### config.mk
export PLATFORM = sky130hd
export DESIGN_NAME = imem_loader
export DESIGN_NICKNAME = d
export VERILOG_FILES = /design/src/rtl/imem_loader_pkg.sv /design/src/rtl/imem_loader_byte_packer.sv /design/src/rtl/imem_loader.sv
export SDC_FILE = /design/constraint.sdc
export NUM_CORES = 1
export LEC_CHECK = 0
export ABC_AREA = 0
export BUFFER_PORTS_ARGS = -buffer_cell sky130_fd_sc_hd__buf_2
export CAP_MARGIN = 25
export CORE_MARGIN = 2
export CORE_UTILIZATION = 25
export DETAILED_ROUTE_END_ITERATION = 10
export SYNTH_ARGS = -nofsm -noshare
export SYNTH_HDL_FRONTEND = slang
export SYNTH_HIERARCHICAL = 1
export SYNTH_SLANG_ARGS = --single-unit
### constraint.sdc
create_clock -name clk -period 5.7 [get_ports clk]
set_input_delay 0.57 -clock clk [delete_from_list [all_inputs] [get_ports clk]]
set_output_delay 0.57 -clock clk [all_outputs]
set_load 0.02 [all_outputs]
### src/rtl/imem_loader_pkg.sv
// imem_loader_pkg: shared state encoding for the instruction-memory boot loader.
package imem_loader_pkg;
  typedef enum logic [2:0] {
    ST_IDLE, ST_LEN0, ST_LEN1, ST_DATA, ST_CHECK, ST_DONE, ST_ERROR
  } state_e;
endpackage

### src/rtl/imem_loader_byte_packer.sv
// byte_packer: packs little-endian bytes into 32-bit words and strobes each completed word one cycle later.
module byte_packer (
  input  logic        clk,
  input  logic        reset,
  input  logic        clear_i,
  input  logic        byte_en_i,
  input  logic [7:0]  data_i,
  output logic [1:0]  lane_o,
  output logic        word_vld_o,
  output logic [31:0] word_o
);
  logic [1:0]  lane_q;
  logic [31:0] word_q;
  logic        vld_q;
  always_ff @(posedge clk) begin
    if (reset) begin
      lane_q <= '0;
      word_q <= '0;
      vld_q  <= 1'b0;
    end else begin
      vld_q <= byte_en_i && !clear_i && lane_q == 2'd3;
      if (clear_i) lane_q <= '0;
      else if (byte_en_i) begin
        lane_q <= lane_q + 2'd1;
        word_q[{lane_q, 3'b000} +: 8] <= data_i;
      end
    end
  end
  assign lane_o     = lane_q;
  assign word_vld_o = vld_q;
  assign word_o     = word_q;
endmodule

### src/rtl/imem_loader.sv
// imem_loader: loads a framed, checksummed byte stream into instruction memory and releases the core on success.
module imem_loader
  import imem_loader_pkg::*;
#(
  parameter int ADDR_WIDTH = 10
) (
  input  logic                  clk,
  input  logic                  reset,
  input  logic                  start,
  input  logic [7:0]            s_data,
  input  logic                  s_valid,
  output logic                  s_ready,
  output logic                  imem_we,
  output logic [ADDR_WIDTH-1:0] imem_addr,
  output logic [31:0]           imem_wd,
  output logic                  core_reset,
  output logic                  done,
  output logic                  error
);
  localparam logic [16:0] CAP = 17'(1) << ADDR_WIDTH;
  state_e      state_q, state_d;
  logic [15:0] n_q, n_d, idx_q, idx_d;
  logic [7:0]  chk_q, chk_d;
  logic [1:0]  lane;
  logic        xfer, clear;
  assign s_ready = state_q inside {ST_LEN0, ST_LEN1, ST_DATA, ST_CHECK};
  assign xfer    = s_valid && s_ready;
  always_comb begin
    state_d = state_q;
    n_d     = n_q;
    idx_d   = idx_q + 16'(imem_we);
    chk_d   = chk_q;
    clear   = 1'b0;
    case (state_q)
      ST_IDLE, ST_DONE, ST_ERROR: if (start) begin
        state_d = ST_LEN0;
        idx_d   = '0;
        chk_d   = '0;
        clear   = 1'b1;
      end
      ST_LEN0: if (xfer) begin
        n_d[7:0] = s_data;
        state_d  = ST_LEN1;
      end
      ST_LEN1: if (xfer) begin
        n_d[15:8] = s_data;
        state_d   = {1'b0, s_data, n_q[7:0]} > CAP ? ST_ERROR :
                    {s_data, n_q[7:0]} == 16'd0 ? ST_CHECK : ST_DATA;
      end
      // idx_q already counts every earlier word: writes land 1 cycle after a lane-3 byte, words take >= 4 cycles
      ST_DATA: if (xfer) begin
        chk_d = chk_q ^ s_data;
        if (lane == 2'd3 && idx_q == n_q - 16'd1) state_d = ST_CHECK;
      end
      ST_CHECK: if (xfer) state_d = s_data == chk_q ? ST_DONE : ST_ERROR;
      default: state_d = ST_IDLE;
    endcase
  end
  always_ff @(posedge clk) begin
    if (reset) begin
      state_q <= ST_IDLE;
      n_q     <= '0;
      idx_q   <= '0;
      chk_q   <= '0;
    end else begin
      state_q <= state_d;
      n_q     <= n_d;
      idx_q   <= idx_d;
      chk_q   <= chk_d;
    end
  end
  byte_packer u_packer (
    .clk        (clk),
    .reset      (reset),
    .clear_i    (clear),
    .byte_en_i  (xfer && state_q == ST_DATA),
    .data_i     (s_data),
    .lane_o     (lane),
    .word_vld_o (imem_we),
    .word_o     (imem_wd)
  );
  assign imem_addr  = idx_q[ADDR_WIDTH-1:0];
  assign core_reset = state_q != ST_DONE;
  assign done       = state_q == ST_DONE;
  assign error      = state_q == ST_ERROR;
endmodule

==> results.json, run 1 <==
{
  "status": "finished clean",
  "path_clk_slew_ns": 0.06,
  "place_ws_ns": 3.08,
  "slew_viol_final": 0,
  "fin_cells": 730,
  "syn-mean-instance-area_um2": 8.83,
  "worst_ep_arrival_time_ns": 2.91,
  "netSwitchingPower_uw": 507,
  "path_cells": "inv_1, ha_1, o21bai_1, a2111oi_0, a211oi_1, a2111oi_4, a31oi_2, o31ai_2",
  "syn_area_um2": 4180,
  "max_stage_delay_ns": 0.47,
  "cp-start-kind": "register",
  "dp_hpwl_um": 7390,
  "drt-wirelength-per-cell_um": 14.8,
  "power.internal_uw": 1040,
  "synth_edf_count": 0,
  "synth.most_common_cell": "dfxtp_1",
  "switching_share_pct": 32.7,
  "fin_util_pct": 29.2,
  "tns_ns": 0,
  "worst_slew_pin_slew_ns": 1.03,
  "max_freq_mhz": 376,
  "peakVddDrop_uv": 128,
  "cellPowerDensity_nw_per_um2": 323,
  "root_buffer": "clkbuf_16",
  "io_pins": 59,
  "endpoint_kind": "register",
  "drt-pass1-iter-count": 4,
  "synth.top_cell.area_share_pct": 37.3,
  "setup_ws_ns": 3.04,
  "dp.cells": 715,
  "finalInstanceArea_um2": 4800,
  "diodes": 0,
  "ys_async_sr_fraction_pct": 0,
  "post-cts-setup-buffer-count": 0,
  "fp.coreArea_um2": 16500,
  "yosys_warnings": 6,
  "cts_made_buffers": 9,
  "antenna_found_initial": 0,
  "grt_pass1_vias": 3225,
  "grt_max_degree": 54,
  "synth.top_cells.by_area": "dfxtp_1 37%, nor2_1 4.3%, mux2i_1 4.1%",
  "ctsHoldBuffers": 0,
  "post_drt_via_cell_ratio": 4.73,
  "cp_max_fo": 9,
  "synthFlopType": "dfxtp_1",
  "clockPowerShare_pct": 33.7,
  "clock_sinks": 78,
  "route.detailed.drc": 0,
  "cpMaxStageDelayCell": "a2111oi_0",
  "fin_skew_ns": 0.00791,
  "power_leakage_uw": 0.00182,
  "syn_to_final_growth_pct": 14.8,
  "cp.required_ns": 5.95,
  "fill_cells": 1791,
  "yosys_register_bits": 78,
  "clkLatencyLatePin_ns": 0.33,
  "cts_buffer_depth": 2,
  "gr-total-overflow": 0,
  "synthDistinctLibCells": 67,
  "hold_class": "reg2reg",
  "ys_top_cells_by_count": "78 x dfxtp_1, 48 x nor2_1, 32 x nand2_1",
  "p_comb_share_pct": 26.2,
  "drtIter0Drc": 235,
  "rsz0062_at_grt": "no",
  "grt_pass1_wl_um": 17200,
  "timing.final.crit_share_pct": 46.6,
  "wl_um": 10800,
  "cts_tree": "built",
  "yosysSeqAreaShare_pct": 37.3,
  "place_area_um2": 4540,
  "h-tree-depth": 3,
  "hold_viol_final": 0,
  "syn_inst": 474,
  "initial_utilization_pct": 25.4,
  "maxCapViolations": 0,
  "port_buffers": 58,
  "ant_nets": 0,
  "cts_resized": 0,
  "pwr-share-seq_pct": 40.1,
  "rows": 47,
  "period_needed_ns": 2.66,
  "grt_usage_pct": 12.3,
  "die-area_um2": 17800,
  "yosysTopAreaCell": "dfxtp_1",
  "fp.dieH_um": 133,
  "drive_gt1_share_pct": 17.3,
  "syn_nets": 495,
  "setup_violations": 0,
  "place.gp.congestion": 0.797,
  "routed-via-count": 3455,
  "die_x_um": 133,
  "nets": 527,
  "path_class": "reg2reg",
  "max-slew-margin-rel_pct": 31.6
}
==> state kept, by name, indices dropped and copies added (netlist names) <==
| name | count |
|---|---|
| u_packer/word_vld_o | 1 |
| idx_q | 16 |
| state_q | 3 |
| chk_q | 8 |
| u_packer/word_o | 32 |
| u_packer/lane_o | 2 |
| n_q | 16 |
==> metrics by stage <==
stage / total power [uW] / hold WS (ns)
global route: 1640 / 0.470
finish: 1550 / 0.452
CTS: 1570 / 0.458
global placement: 1040 / 0.441
floorplan: 952 / 0.478
detailed placement: 1040 / 0.449
==> placed cells by master (no fill, tap or decap), types with 14 or more instances in the layout <==
master / instances
xor2_1: 15
nand3_1: 24
xnor2_1: 17
mux2i_1: 17
nand2_1: 32
a21oi_1: 28
o21ai_0: 14
a22o_1: 14
inv_1: 15
dfxtp_1: 78
nor2_1: 48
nor2b_1: 16
buf_2: 58
==> cell families (layout without fill, tap and decap cells) <==
kind of cell	count (synthesis)	count (layout)	share of synthesized area (%)
compound gates	100	100	17.3
xor+xnor	32	32	6.70
fa+ha+maj	9	9	2.69
buf+inv	53	89	6.64
flops	78	78	37.3
mux	17	17	4.07
simple gates	185	185	25.3
==> critical path: cells and delay by family, from the launching register on <==
kind	cells	cell delay [ns]
buffers and inverters	1	0.12
AO/OA/AOI/OAI	6	1.67
flip-flops	1	0.45
adder cells (fa/ha/maj)	1	0.34
==> power groups by stage <==
| stage | Sequential (uW) | Combinational, uW | Clock [uW] |
|---|---|---|---|
| after CTS | 620 | 407 | 538 |
| after floorplan | 597 | 354 | 0 |
| after global routing | 628 | 446 | 562 |
| after global placement | 632 | 405 | 0 |
| final | 622 | 406 | 522 |
| after detailed placement | 632 | 404 | 0 |
==> routing by layer <==
layer | GRT usage, % | part of all wire (%) | vias up
met4 | 4.31 | 1.5 | 0
met3 | 3.39 | 5.0 | 11
met5 | 0 | 0 | -
li1 | - | - | 1746
met2 | 18.5 | 43 | 87
met1 | 16.8 | 51 | 1611
==> final timing paths <==
| check | startpoint | end | slack [ns] | cells after the start |
|---|---|---|---|---|
| setup / recovery | n_q[0] | state_q[2] | 3.04 | 8 |
| hold / removal | u_packer/word_o[16] | u_packer/word_o[16] | 0.45 | 2 |
| setup reg to reg | n_q[0] | state_q[2] | 3.04 | 8 |
| hold reg to reg | u_packer/word_o[16] | u_packer/word_o[16] | 0.45 | 2 |
==> area by class of cell <==
class / instances / area [um^2] / share of cell area [%]
well taps: 220 / 275 / 5.73
flip-flops and latches: 78 / 1560 / 32.5
clock buffers: 12 / 246 / 5.13
repair buffers: 59 / 298 / 6.20
inverters: 15 / 56.3 / 1.17
clock inverters: 3 / 21.3 / 0.443
multi-input cells: 343 / 2340 / 48.8
Note: power is estimated with default switching activity, not from simulation.
==> run 2, diff against run 1 <==
==> constraint.sdc (replaced) <==
create_clock -name clk -period 2.38 [get_ports clk]
set_input_delay 0.238 -clock clk [delete_from_list [all_inputs] [get_ports clk]]
set_output_delay 0.238 -clock clk [all_outputs]
set_load 0.02 [all_outputs]
==> results.json, run 2 (synthesis results as in run 1) <==
{
  "grt_max_degree": 31,
  "power.internal_uw": 3020,
  "drive_gt1_share_pct": 24.2,
  "fin_util_pct": 31.6,
  "grt_pass1_wl_um": 18200,
  "cellPowerDensity_nw_per_um2": 836,
  "antenna_found_initial": 0,
  "cts_buffer_depth": 2,
  "drt-wirelength-per-cell_um": 14.8,
  "cp.required_ns": 2.63,
  "wl_um": 11300,
  "diodes": 0,
  "grt_pass1_vias": 3440,
  "route.detailed.drc": 0,
  "place.gp.congestion": 0.828,
  "status": "finished clean",
  "hold_class": "in2reg",
  "port_buffers": 58,
  "final_common_cell": "dfxtp_1",
  "path_class": "reg2reg",
  "cts_tree": "built",
  "power_leakage_uw": 0.00203,
  "maxCapViolations": 0,
  "syn_to_final_growth_pct": 24.2,
  "cp-start-kind": "register",
  "fp.dieH_um": 133,
  "clock_sinks": 78,
  "p_comb_share_pct": 29.2,
  "dp_hpwl_um": 8070,
  "slew_viol_final": 0,
  "period_needed_ns": 2.24,
  "io_pins": 59,
  "drt-pass1-iter-count": 4,
  "post_drt_via_cell_ratio": 4.74,
  "endpoint_kind": "register",
  "max_freq_mhz": 446,
  "ant_nets": 0,
  "switching_share_pct": 30.5,
  "cts_made_buffers": 9,
  "largest_reg_flops": 32,
  "rsz0062_at_grt": "yes",
  "hold_viol_final": 0,
  "setup_violations": 0,
  "nets": 557,
  "initial_utilization_pct": 25.4,
  "fin_skew_ns": 0.00603,
  "worst_slew_pin_slew_ns": 0.617,
  "rows": 47,
  "post-cts-setup-buffer-count": 0,
  "netSwitchingPower_uw": 1320,
  "pwr-share-seq_pct": 33.3,
  "worst_ep_arrival_time_ns": 2.50,
  "clockPowerShare_pct": 37.5,
  "die-area_um2": 17800,
  "tns_ns": 0,
  "path_clk_slew_ns": 0.06,
  "peakVddDrop_uv": 382,
  "fp.coreArea_um2": 16500,
  "gr-total-overflow": 0,
  "root_buffer": "clkbuf_16",
  "routed-via-count": 3609,
  "drtIter0Drc": 205,
  "h-tree-depth": 3,
  "max-slew-margin-rel_pct": 58.9,
  "final_cell_mix": "78 x dfxtp_1, 58 x buf_2, 48 x nor2_1",
  "clkLatencyLatePin_ns": 0.33,
  "timing.final.crit_share_pct": 94.3,
  "grt_usage_pct": 12.8,
  "cp_max_fo": 5,
  "die_x_um": 133
}
[run 2: worst max-delay path: stages, from the launching register on]
cell       delay (ns)
dfxtp_1          0.33
inv_1            0.09
ha_2             0.21
or3b_4           0.45
nor4_4           0.29
xnor2_2          0.11
a2111oi_4        0.34
a31oi_4          0.16
o31ai_2          0.19
[run 2: layout make-up]
type | count | area [um^2]
sequential | 78 | 1560
tap | 220 | 275
fill | 1757 | 11300
clock buffer | 11 | 253
timing repair buffer | 89 | 523
multi-input combinational | 343 | 2420
inverter | 15 | 56.3
clock inverter | 5 | 105
[run 2: what timing repair did]
action / in CTS / in global routing
setup endpoints to repair: 0 / 3
gates resized for setup: 0 / 13
hold buffers: 0 / 0
[run 2: final timing paths]
kind / startpoint / to / slack [ns] / cells past startpoint
worst max-delay path: n_q[0] / state_q[2] / 0.14 / 8
worst min-delay path: s_data[2] / u_packer/word_o[2] / 0.22 / 3
worst max register to register: n_q[0] / state_q[2] / 0.14 / 8
worst min register to register: u_packer/word_o[16] / u_packer/word_o[16] / 0.45 / 2
[run 2: power groups by stage]
stage | clock (uW) | combinational (uW) | sequential, uW
5_1_grt | 1720 | 1390 | 1460
3_5_place_dp | 0 | 1130 | 1470
3_3_place_gp | 0 | 1130 | 1470
4_1_cts | 1660 | 1140 | 1440
2_1_floorplan | 0 | 859 | 1430
6_report | 1630 | 1270 | 1450
[run 2: per-layer routing]
layer  vias up  routed length (um)  track usage (%)
met1      1684                5640             17.9
met5         -                   0                0
met4         0                 153             4.49
li1       1820                   -                -
met3        14                 538             3.08
met2        91                4930             19.1
[run 2: stage by stage]
step | instance area [um^2] | instances | worst slack [ns] | total power (uW) | hold WS (ns)
after global placement | 4760 | 745 | 0.0974 | 2600 | 0.439
after detailed placement | 4760 | 745 | 0.0372 | 2600 | 0.444
final | 5200 | 761 | 0.136 | 4340 | 0.220
after global routing | 5200 | 761 | -0.0414 | 4570 | 0.231
after floorplan | 4190 | 474 | 0.0283 | 2290 | 0.364
after CTS | 5120 | 761 | 0.0449 | 4240 | 0.210
